`config.mk`:
```
export PLATFORM = sky130hd
export DESIGN_NAME = pll_reset_sequencer
export DESIGN_NICKNAME = d
export VERILOG_FILES = /design/src/rtl/clk_rst_pkg.sv /design/src/rtl/sync_2ff.sv /design/src/rtl/pll_reset_sequencer.sv
export SDC_FILE = /design/constraint.sdc
export NUM_CORES = 1
export LEC_CHECK = 0
export ABC_AREA = 0
export CAP_MARGIN = 20
export CORE_UTILIZATION = 46
export CTS_CLUSTER_DIAMETER = 60
export DETAILED_ROUTE_END_ITERATION = 16
export PLACE_DENSITY = 0.74
export SKIP_CTS_REPAIR_TIMING = 1
export SYNTH_ARGS = -nofsm -noshare
export SYNTH_HDL_FRONTEND = slang
export SYNTH_SLANG_ARGS = --single-unit
```
`constraint.sdc`:
```
create_clock -name clk -period 3 [get_ports clk]
set_input_delay 0.6 -clock clk [delete_from_list [all_inputs] [get_ports clk]]
set_output_delay 0.6 -clock clk [all_outputs]
set_load 0.02 [all_outputs]
```
`src/rtl/clk_rst_pkg.sv`:
```
// Shared clock/reset definitions: reset sequencer state encoding and timer sizing.
package clk_rst_pkg;

    typedef enum logic [2:0] {
        PLLRST,
        WAITLOCK,
        FILTER,
        RELEASE,
        RUN
    } seq_state_t;

    // Width that holds the largest of the given counts, with one bit of headroom.
    function automatic int timer_width(input int a, input int b, input int c, input int d);
        int m;
        m = a;
        if (b > m) m = b;
        if (c > m) m = c;
        if (d > m) m = d;
        if (m < 1) m = 1;
        return $clog2(m) + 1;
    endfunction

endpackage

```
`src/rtl/sync_2ff.sv`:
```
// Parametrised-width two-flop synchroniser with synchronous active-low reset.
module sync_2ff #(
    parameter int WIDTH = 1
) (
    input  logic             clk,
    input  logic             rst_n,
    input  logic [WIDTH-1:0] d,
    output logic [WIDTH-1:0] q
);

    logic [WIDTH-1:0] stage_p0;

    always_ff @(posedge clk) begin
        if (!rst_n) begin
            stage_p0 <= '0;
            q        <= '0;
        end else begin
            stage_p0 <= d;
            q        <= stage_p0;
        end
    end

endmodule

```
`src/rtl/pll_reset_sequencer.sv`:
```
// PLL supervisor and staggered domain reset sequencer on the free-running reference clock.
// Define PLL_RESET_SEQUENCER_STATS_EN to add the saturating lock_loss_cnt output.
module pll_reset_sequencer
    import clk_rst_pkg::*;
#(
    parameter int NUM_RST        = 4,
    parameter int LOCK_FILTER    = 1024,
    parameter int STAGGER        = 16,
    parameter int RELOCK_TIMEOUT = 65536,
    parameter int PLL_RST_CYCLES = 8,
    parameter int CNT_W          = 8
) (
    input  logic               clk,
    input  logic               rst_n,
    input  logic               pll_locked,
    output logic               pll_rst,
    input  logic               sw_rst_req,
    output logic [NUM_RST-1:0] rst_n_out,
    output logic               all_ready
`ifdef PLL_RESET_SEQUENCER_STATS_EN
    ,
    output logic [CNT_W-1:0]   lock_loss_cnt
`endif
);

    localparam int TIMER_W = timer_width(RELOCK_TIMEOUT, LOCK_FILTER, PLL_RST_CYCLES,
                                         (NUM_RST - 1) * STAGGER);

    if (NUM_RST < 1 || NUM_RST > 16 || STAGGER < 1 || PLL_RST_CYCLES < 1 ||
        LOCK_FILTER < 1 || RELOCK_TIMEOUT < 1 || CNT_W < 1) begin : g_bad_params
        $error("pll_reset_sequencer: parameter out of range");
    end

    seq_state_t         state;
    logic [TIMER_W-1:0] timer;
    logic               lock_s;
    logic               live;
    logic               lock_lost;
    logic               sw_hit;
    logic [NUM_RST-1:0] rel_mask;

    sync_2ff #(.WIDTH(1)) u_lock_sync (
        .clk   (clk),
        .rst_n (rst_n),
        .d     (pll_locked),
        .q     (lock_s)
    );

    assign live      = (state == RELEASE) || (state == RUN);
    assign lock_lost = live && !lock_s;
    assign sw_hit    = live && lock_s && sw_rst_req;

    // Outputs due once the timer advances: bit i is released when the timer reaches i*STAGGER.
    always_comb begin
        rel_mask = '0;
        for (int i = 0; i < NUM_RST; i++) begin
            if (int'(timer) + 1 >= i * STAGGER) rel_mask[i] = 1'b1;
        end
    end

    always_ff @(posedge clk) begin
        if (!rst_n) begin
            state     <= PLLRST;
            timer     <= '0;
            pll_rst   <= 1'b1;
            rst_n_out <= '0;
            all_ready <= 1'b0;
        end else begin
            timer <= timer + TIMER_W'(1);
            if (lock_lost) begin
                state     <= WAITLOCK;
                timer     <= '0;
                rst_n_out <= '0;
                all_ready <= 1'b0;
            end else if (sw_hit) begin
                // PLL is still good, so only the lock filter is re-run.
                state     <= FILTER;
                timer     <= '0;
                rst_n_out <= '0;
                all_ready <= 1'b0;
            end else begin
                case (state)
                    PLLRST: begin
                        if (timer == TIMER_W'(PLL_RST_CYCLES - 1)) begin
                            state   <= WAITLOCK;
                            timer   <= '0;
                            pll_rst <= 1'b0;
                        end
                    end
                    WAITLOCK: begin
                        if (lock_s) begin
                            state <= FILTER;
                            timer <= '0;
                        end else if (timer == TIMER_W'(RELOCK_TIMEOUT - 1)) begin
                            state   <= PLLRST;
                            timer   <= '0;
                            pll_rst <= 1'b1;
                        end
                    end
                    FILTER: begin
                        if (!lock_s) begin
                            state <= WAITLOCK;
                            timer <= '0;
                        end else if (timer == TIMER_W'(LOCK_FILTER - 1)) begin
                            state     <= RELEASE;
                            timer     <= '0;
                            rst_n_out <= NUM_RST'(1);
                        end
                    end
                    RELEASE: begin
                        if (rst_n_out[NUM_RST-1]) begin
                            state     <= RUN;
                            timer     <= '0;
                            all_ready <= 1'b1;
                        end else begin
                            rst_n_out <= rel_mask;
                        end
                    end
                    RUN: begin
                        timer <= '0;
                    end
                    default: begin
                        state     <= PLLRST;
                        timer     <= '0;
                        pll_rst   <= 1'b1;
                        rst_n_out <= '0;
                        all_ready <= 1'b0;
                    end
                endcase
            end
        end
    end

`ifdef PLL_RESET_SEQUENCER_STATS_EN
    always_ff @(posedge clk) begin
        if (!rst_n) begin
            lock_loss_cnt <= '0;
        end else if (lock_lost && (lock_loss_cnt != {CNT_W{1'b1}})) begin
            lock_loss_cnt <= lock_loss_cnt + CNT_W'(1);
        end
    end
`endif

endmodule
```
# Word-level counts from Yosys, hierarchy flattened
# Cells that the tools add are included.
# totals
latch_bits	0
n_memories	0
out_inout_bits	6
inputBits	4
ramBits	0
regBits	28
mem_bits_ro	0
elab_cells	97
# classes
n_bitwise	7
reduce_logical	18
add_sub_neg	2
mux	30
n_lt_le_gt_ge	4
n_div	0
eq_ne	26
shifts	0
n_mul	0
# op_table
operator	count
17-bit 2-to-1 mux	6
17-bit case mux with 4 select lines	1
32-bit by 1-bit greater-or-equal comparator with 1-bit output (second input constant)	1
32-bit by 6-bit greater-or-equal comparator with 1-bit output (second input constant)	1
32-bit by 7-bit greater-or-equal comparator with 1-bit output (second input constant)	1
17-bit by 1-bit adder with 18-bit output (second input constant)	1
18-bit by 6-bit greater-or-equal comparator with 1-bit output (second input constant)	1
3-bit 2-to-1 mux	6
17-bit by 1-bit adder with 17-bit output (second input constant)	1
17-bit by 10-bit equality test with 1-bit output (second input constant)	1
17-bit by 16-bit equality test with 1-bit output (second input constant)	1
17-bit by 3-bit equality test with 1-bit output (second input constant)	1
3-bit case mux with 5 select lines	1
5-bit AND reduction	3
2-bit != test (second input constant)	7
4-bit 2-to-1 mux	3
3-bit != test (second input constant)	4
4-bit != test (second input constant)	3
4-bit case mux with 3 select lines	1
1-bit 2-to-1 mux	9
3-bit OR reduction	3
1-bit NOT	7
3-bit by 2-bit equality test with 1-bit output (second input constant)	2
6-bit AND reduction	1
other kinds (19)	21

# Depth between registers and ports, before layout
# depth
ltp_word	6
depth_mapped	11
ltp_nobuf	11

# Cells and area by module
# Synthesis repeated with hierarchy kept, for this count alone.
# hier_totals
cells_unflattened	213
area_unflattened_um2	1744.2
# by_module_without_submodules
mod	area_per_inst_um2	seq_area_each_um2	cells_per_inst	instances
pll_reset_sequencer	1691.6	520.5	209	1
sync_2ff	52.6	40.0	4	1

# Least setup slack after synthesis
# No wires, ideal clock.
# synth_path
kind	flip-flop to flip-flop
from	reg timer[0]
to	reg rst_n_out[3]
required_ps	2852
setup_slack_ps	668
path_stages_with_launch	12
setup_time_ps	148
arrival_time_ps	2183
path_buffers	0
period_less_slack_ps	2332
path_cell_list	dfxtp_1 -> ha_1 -> nand3_1 -> nor4_1 -> nand4_1 -> inv_1 -> ha_1 -> inv_1 -> a21oi_1 -> nand4_1 -> nor3_1 -> a211oi_1
# synth_via
elab_chain_len	5
elab_cells_between_ends	8
cone_classes	add/sub (1); order compare (1); eq/ne (2); mux (3); reduce/logical (1)
# synth_rtl
item	line	rtl
start: declaration	pll_reset_sequencer.sv:35	logic [TIMER_W-1:0] timer;
start signal: assignment	pll_reset_sequencer.sv:69	timer <= timer + TIMER_W'(1);
17-bit by 1-bit adder with 18-bit output	pll_reset_sequencer.sv:57	if (int'(timer) + 1 >= i * STAGGER) rel_mask[i] = 1'b1;
18-bit by 6-bit greater-or-equal comparator with 1-bit output	pll_reset_sequencer.sv:57	
1-bit 2-to-1 mux	pll_reset_sequencer.sv:57	
4-bit 2-to-1 mux	pll_reset_sequencer.sv:111	if (rst_n_out[NUM_RST-1]) begin
4-bit case mux with 3 select lines	pll_reset_sequencer.sv:82	case (state)
end signal: assignment	pll_reset_sequencer.sv:116	rst_n_out <= rel_mask;
end: declaration	pll_reset_sequencer.sv:18	output logic [NUM_RST-1:0] rst_n_out,
# Parallel ways exist; a longest one is shown, timed or not. The select of a mux whose other input is x is not followed.
# A chain may end at the register's enable or synchronous reset.

# Final worst setup path
# Same ends and word-level chain as after synthesis.

==> flow_metrics.py <==
metrics = {
    "sta": {
        "fmax_ghz": 0.381,
        "hold_viol": 0,
        "tns_ns": 0,
        "rsz0062_at_grt": "no",
        "hold_ws_ns": 0.453,
        "final.setup_skew_ns": 0.0126,
        "drv_slew": 0,
        "fin_ws_ns": 0.373,
        "worst_pin_slew_ns": 0.734,
        "timing.final.crit_share_pct": 87.6,
        "fin_crit_ns": 2.63,
        "setup_viol": 0,
        "slew_headroom_pct": 50.6,
    },
    "pwr": {
        "totalPowerFinal_mw": 0.608,
        "pwr-share-seq_pct": 63.7,
        "p_sw_share_pct": 22.5,
        "power_frac_clock_pct": 30.3,
        "power_switching_mw": 0.137,
        "p_int_mw": 0.471,
        "ir_worst_vdd_mv": 0.240,
        "leakagePower_nw": 0.601,
        "p_comb_share_pct": 6.0,
        "pwr_density_cell_nw_per_um2": 356,
    },
    "routing": {
        "finalWirelength_um": 3370,
        "ant_nets": 0,
        "vias": 1400,
        "wire_per_inst_um": 13.8,
        "drc_errors": 0,
        "first_pass_iters": 4,
        "vias_per_cell": 5.71,
        "drtIter0Drc": 110,
    },
    "cells_and_area": {
        "regArea_um2": 561,
        "final_cell_mix": "nor2_1, dfxtp_1, nand2_1",
        "nets": 210,
        "layout_commonest_cell": "nor2_1",
        "drive_gt1_share_pct": 7.46,
        "synthToLayoutAreaGrowth_pct": 10.5,
        "n_antenna_cell": 0,
        "n_fill_cell": 292,
        "final_util_pct": 54.6,
        "multi_input_area_um2": 913,
    },
    "setup_path": {
        "crit_type": "reg -> reg",
        "start_kind": "flip-flop",
        "worst-path-buf-inv": 2,
        "arrival_ns": 2.85,
        "critical_path.top_delay_family": "simple AND/OR/NAND/NOR gates",
        "critPathMaxStageDelay_ns": 0.55,
        "cp-end-kind": "flip-flop",
        "cp_slowest_cell": "nor4_1",
        "cp_max_fo": 5,
        "cp.required_ns": 3.23,
        "cp_cell_sequence": "ha_1 > nand3_1 > nor4_1 > nand4_1 > inv_1 > ha_1 > inv_1 > a21oi_1 > nand4_1 > nor3_1 > a211oi_1",
    },
    "grt": {
        "grt_max_degree": 21,
        "antenna_found_initial": 0,
        "overflow": 0,
        "grt_pass1_vias": 1255,
        "grt_pass1_wl_um": 5490,
        "grt_usage_pct": 20.3,
    },
    "clock_network": {
        "cts.sinks": 28,
        "cts_root_buf": "clkbuf_4",
        "htree_levels": 1,
        "clock_latency_ns": 0.33,
        "cts_tree": "yes",
        "cts_buffers": 3,
        "clockBufferDepth": 2,
        "path_clk_slew_ns": 0.15,
    },
    "min_path": {
        "hold_class": "reg -> reg",
    },
    "synthesis": {
        "synthCells": 194,
        "synth.yosys.seq_area_share_pct": 36.3,
        "synth-seq-cells": 28,
        "synth_cell_types": 40,
        "ys.flop_type": "dfxtp_1",
        "ys_warn_count": 0,
        "synth_edf_count": 0,
        "syn-num-nets": 202,
        "synthesis.area_um2": 1550,
        "ys_async_sr_fraction_pct": 0,
        "synth.avg_cell_area_um2": 7.97,
    },
    "die": {
        "die-area_um2": 3600,
        "boundaryPins": 10,
        "rows": 20,
        "die_y_um": 60.0,
        "initial_utilization_pct": 49.4,
        "core_area_um2": 3130,
        "die_w_um": 60.0,
    },
    "placement": {
        "gp_congestion": 0.912,
        "post-place-ws_ns": 0.474,
        "hpwl_um": 2480,
        "portBuffers": 9,
    },
    "job": {
        "cap_violations": 0,
    },
    "status": {
        "status": "finished, final reports clean",
    },
}
-- per-layer routing --
| metal | vias up | wire [µm] | track usage [%] |
|---|---|---|---|
| li1 | 698 | - | - |
| met1 | 649 | 1510 | 26.4 |
| met2 | 47 | 1630 | 32.5 |
| met3 | 6 | 194 | 3.03 |
| met4 | 0 | 45 | 9.97 |
| met5 | - | 0 | 0 |
-- stage by stage --
| step | cell area [µm²] | std cells |
|---|---|---|
| after floorplan | 1550 | 194 |
| after global placement | 1670 | 241 |
| after detailed placement | 1670 | 241 |
| after CTS | 1710 | 245 |
| after global routing | 1710 | 245 |
| final | 1710 | 245 |
-- path summary, 6_finish.rpt --
kind	startpoint	depth (start not counted)	slack [ns]	to
min	u_lock_sync.stage_p0$_SDFF_PN0_	1	0.45	u_lock_sync.q$_SDFF_PN0_
min reg2reg	u_lock_sync.stage_p0$_SDFF_PN0_	1	0.45	u_lock_sync.q$_SDFF_PN0_
max	timer[0]$_SDFF_PP0_	11	0.37	rst_n_out[3]$_SDFFE_PP0P_
max reg2reg	timer[0]$_SDFF_PP0_	11	0.37	rst_n_out[3]$_SDFFE_PP0P_
-- final cells by class --
cell class              instances  area share (%)
multi-input cells             149            53.5
flip-flops and latches         28            32.8
repair buffers                 12            6.59
well taps                      44            3.22
clock buffers                   4            2.12
inverters                       8            1.76
-- cell families after synthesis --
kind of cell    after synthesis  share of synthesized area [%]
flops                        28                           36.3
fa+ha+maj                     4                           3.24
buf+inv                      17                           4.62
compound gates               32                           14.4
xor+xnor                     15                           8.50
mux                           2                           1.30
simple gates                 96                           31.7
-- power groups by stage --
| stage | clock network [mW] | registers (mW) | logic, mW |
|---|---|---|---|
| final | 0.184 | 0.387 | 0.0365 |
| after global routing | 0.206 | 0.389 | 0.0409 |
| after CTS | 0.193 | 0.388 | 0.0369 |
| after detailed placement | 0 | 0.396 | 0.0367 |
| after global placement | 0 | 0.395 | 0.0355 |
| after floorplan | 0 | 0.395 | 0.0218 |
-- Yosys cell counts (3+ instances only) --
cell | number | area [µm²]
a211oi_1 | 3 | 22.5
a21oi_1 | 7 | 35.0
a31oi_1 | 3 | 18.8
clkbuf_1 | 8 | 30.0
dfxtp_1 | 28 | 561
ha_1 | 4 | 50.1
inv_1 | 8 | 30.0
nand2_1 | 13 | 48.8
nand3_1 | 11 | 55.1
nand4_1 | 5 | 31.3
nor2_1 | 32 | 120
nor3_1 | 11 | 55.1
nor4_1 | 5 | 31.3
o21ai_0 | 6 | 30.0
or3_1 | 4 | 25.0
xnor2_1 | 10 | 87.6
xor2_1 | 5 | 43.8
-- registers in the layout, summed over array words and instances (netlist names) --
signal and count:
state 3, u_lock_sync.stage_p0 1, timer 17, all_ready 1
rst_n_out 4, pll_rst 1, u_lock_sync.q 1
-- worst register-to-register path: cells and delay by family, from the launching register on --
kind | cells | cell delay, ns
buffers and inverters | 2 | 0.16
adder cells (fa/ha/maj) | 2 | 0.37
AND/OR/NAND/NOR | 5 | 1.32
AO/OA/AOI/OAI | 2 | 0.26
flip-flops | 1 | 0.42
Power figures use the tool's default switching activity.
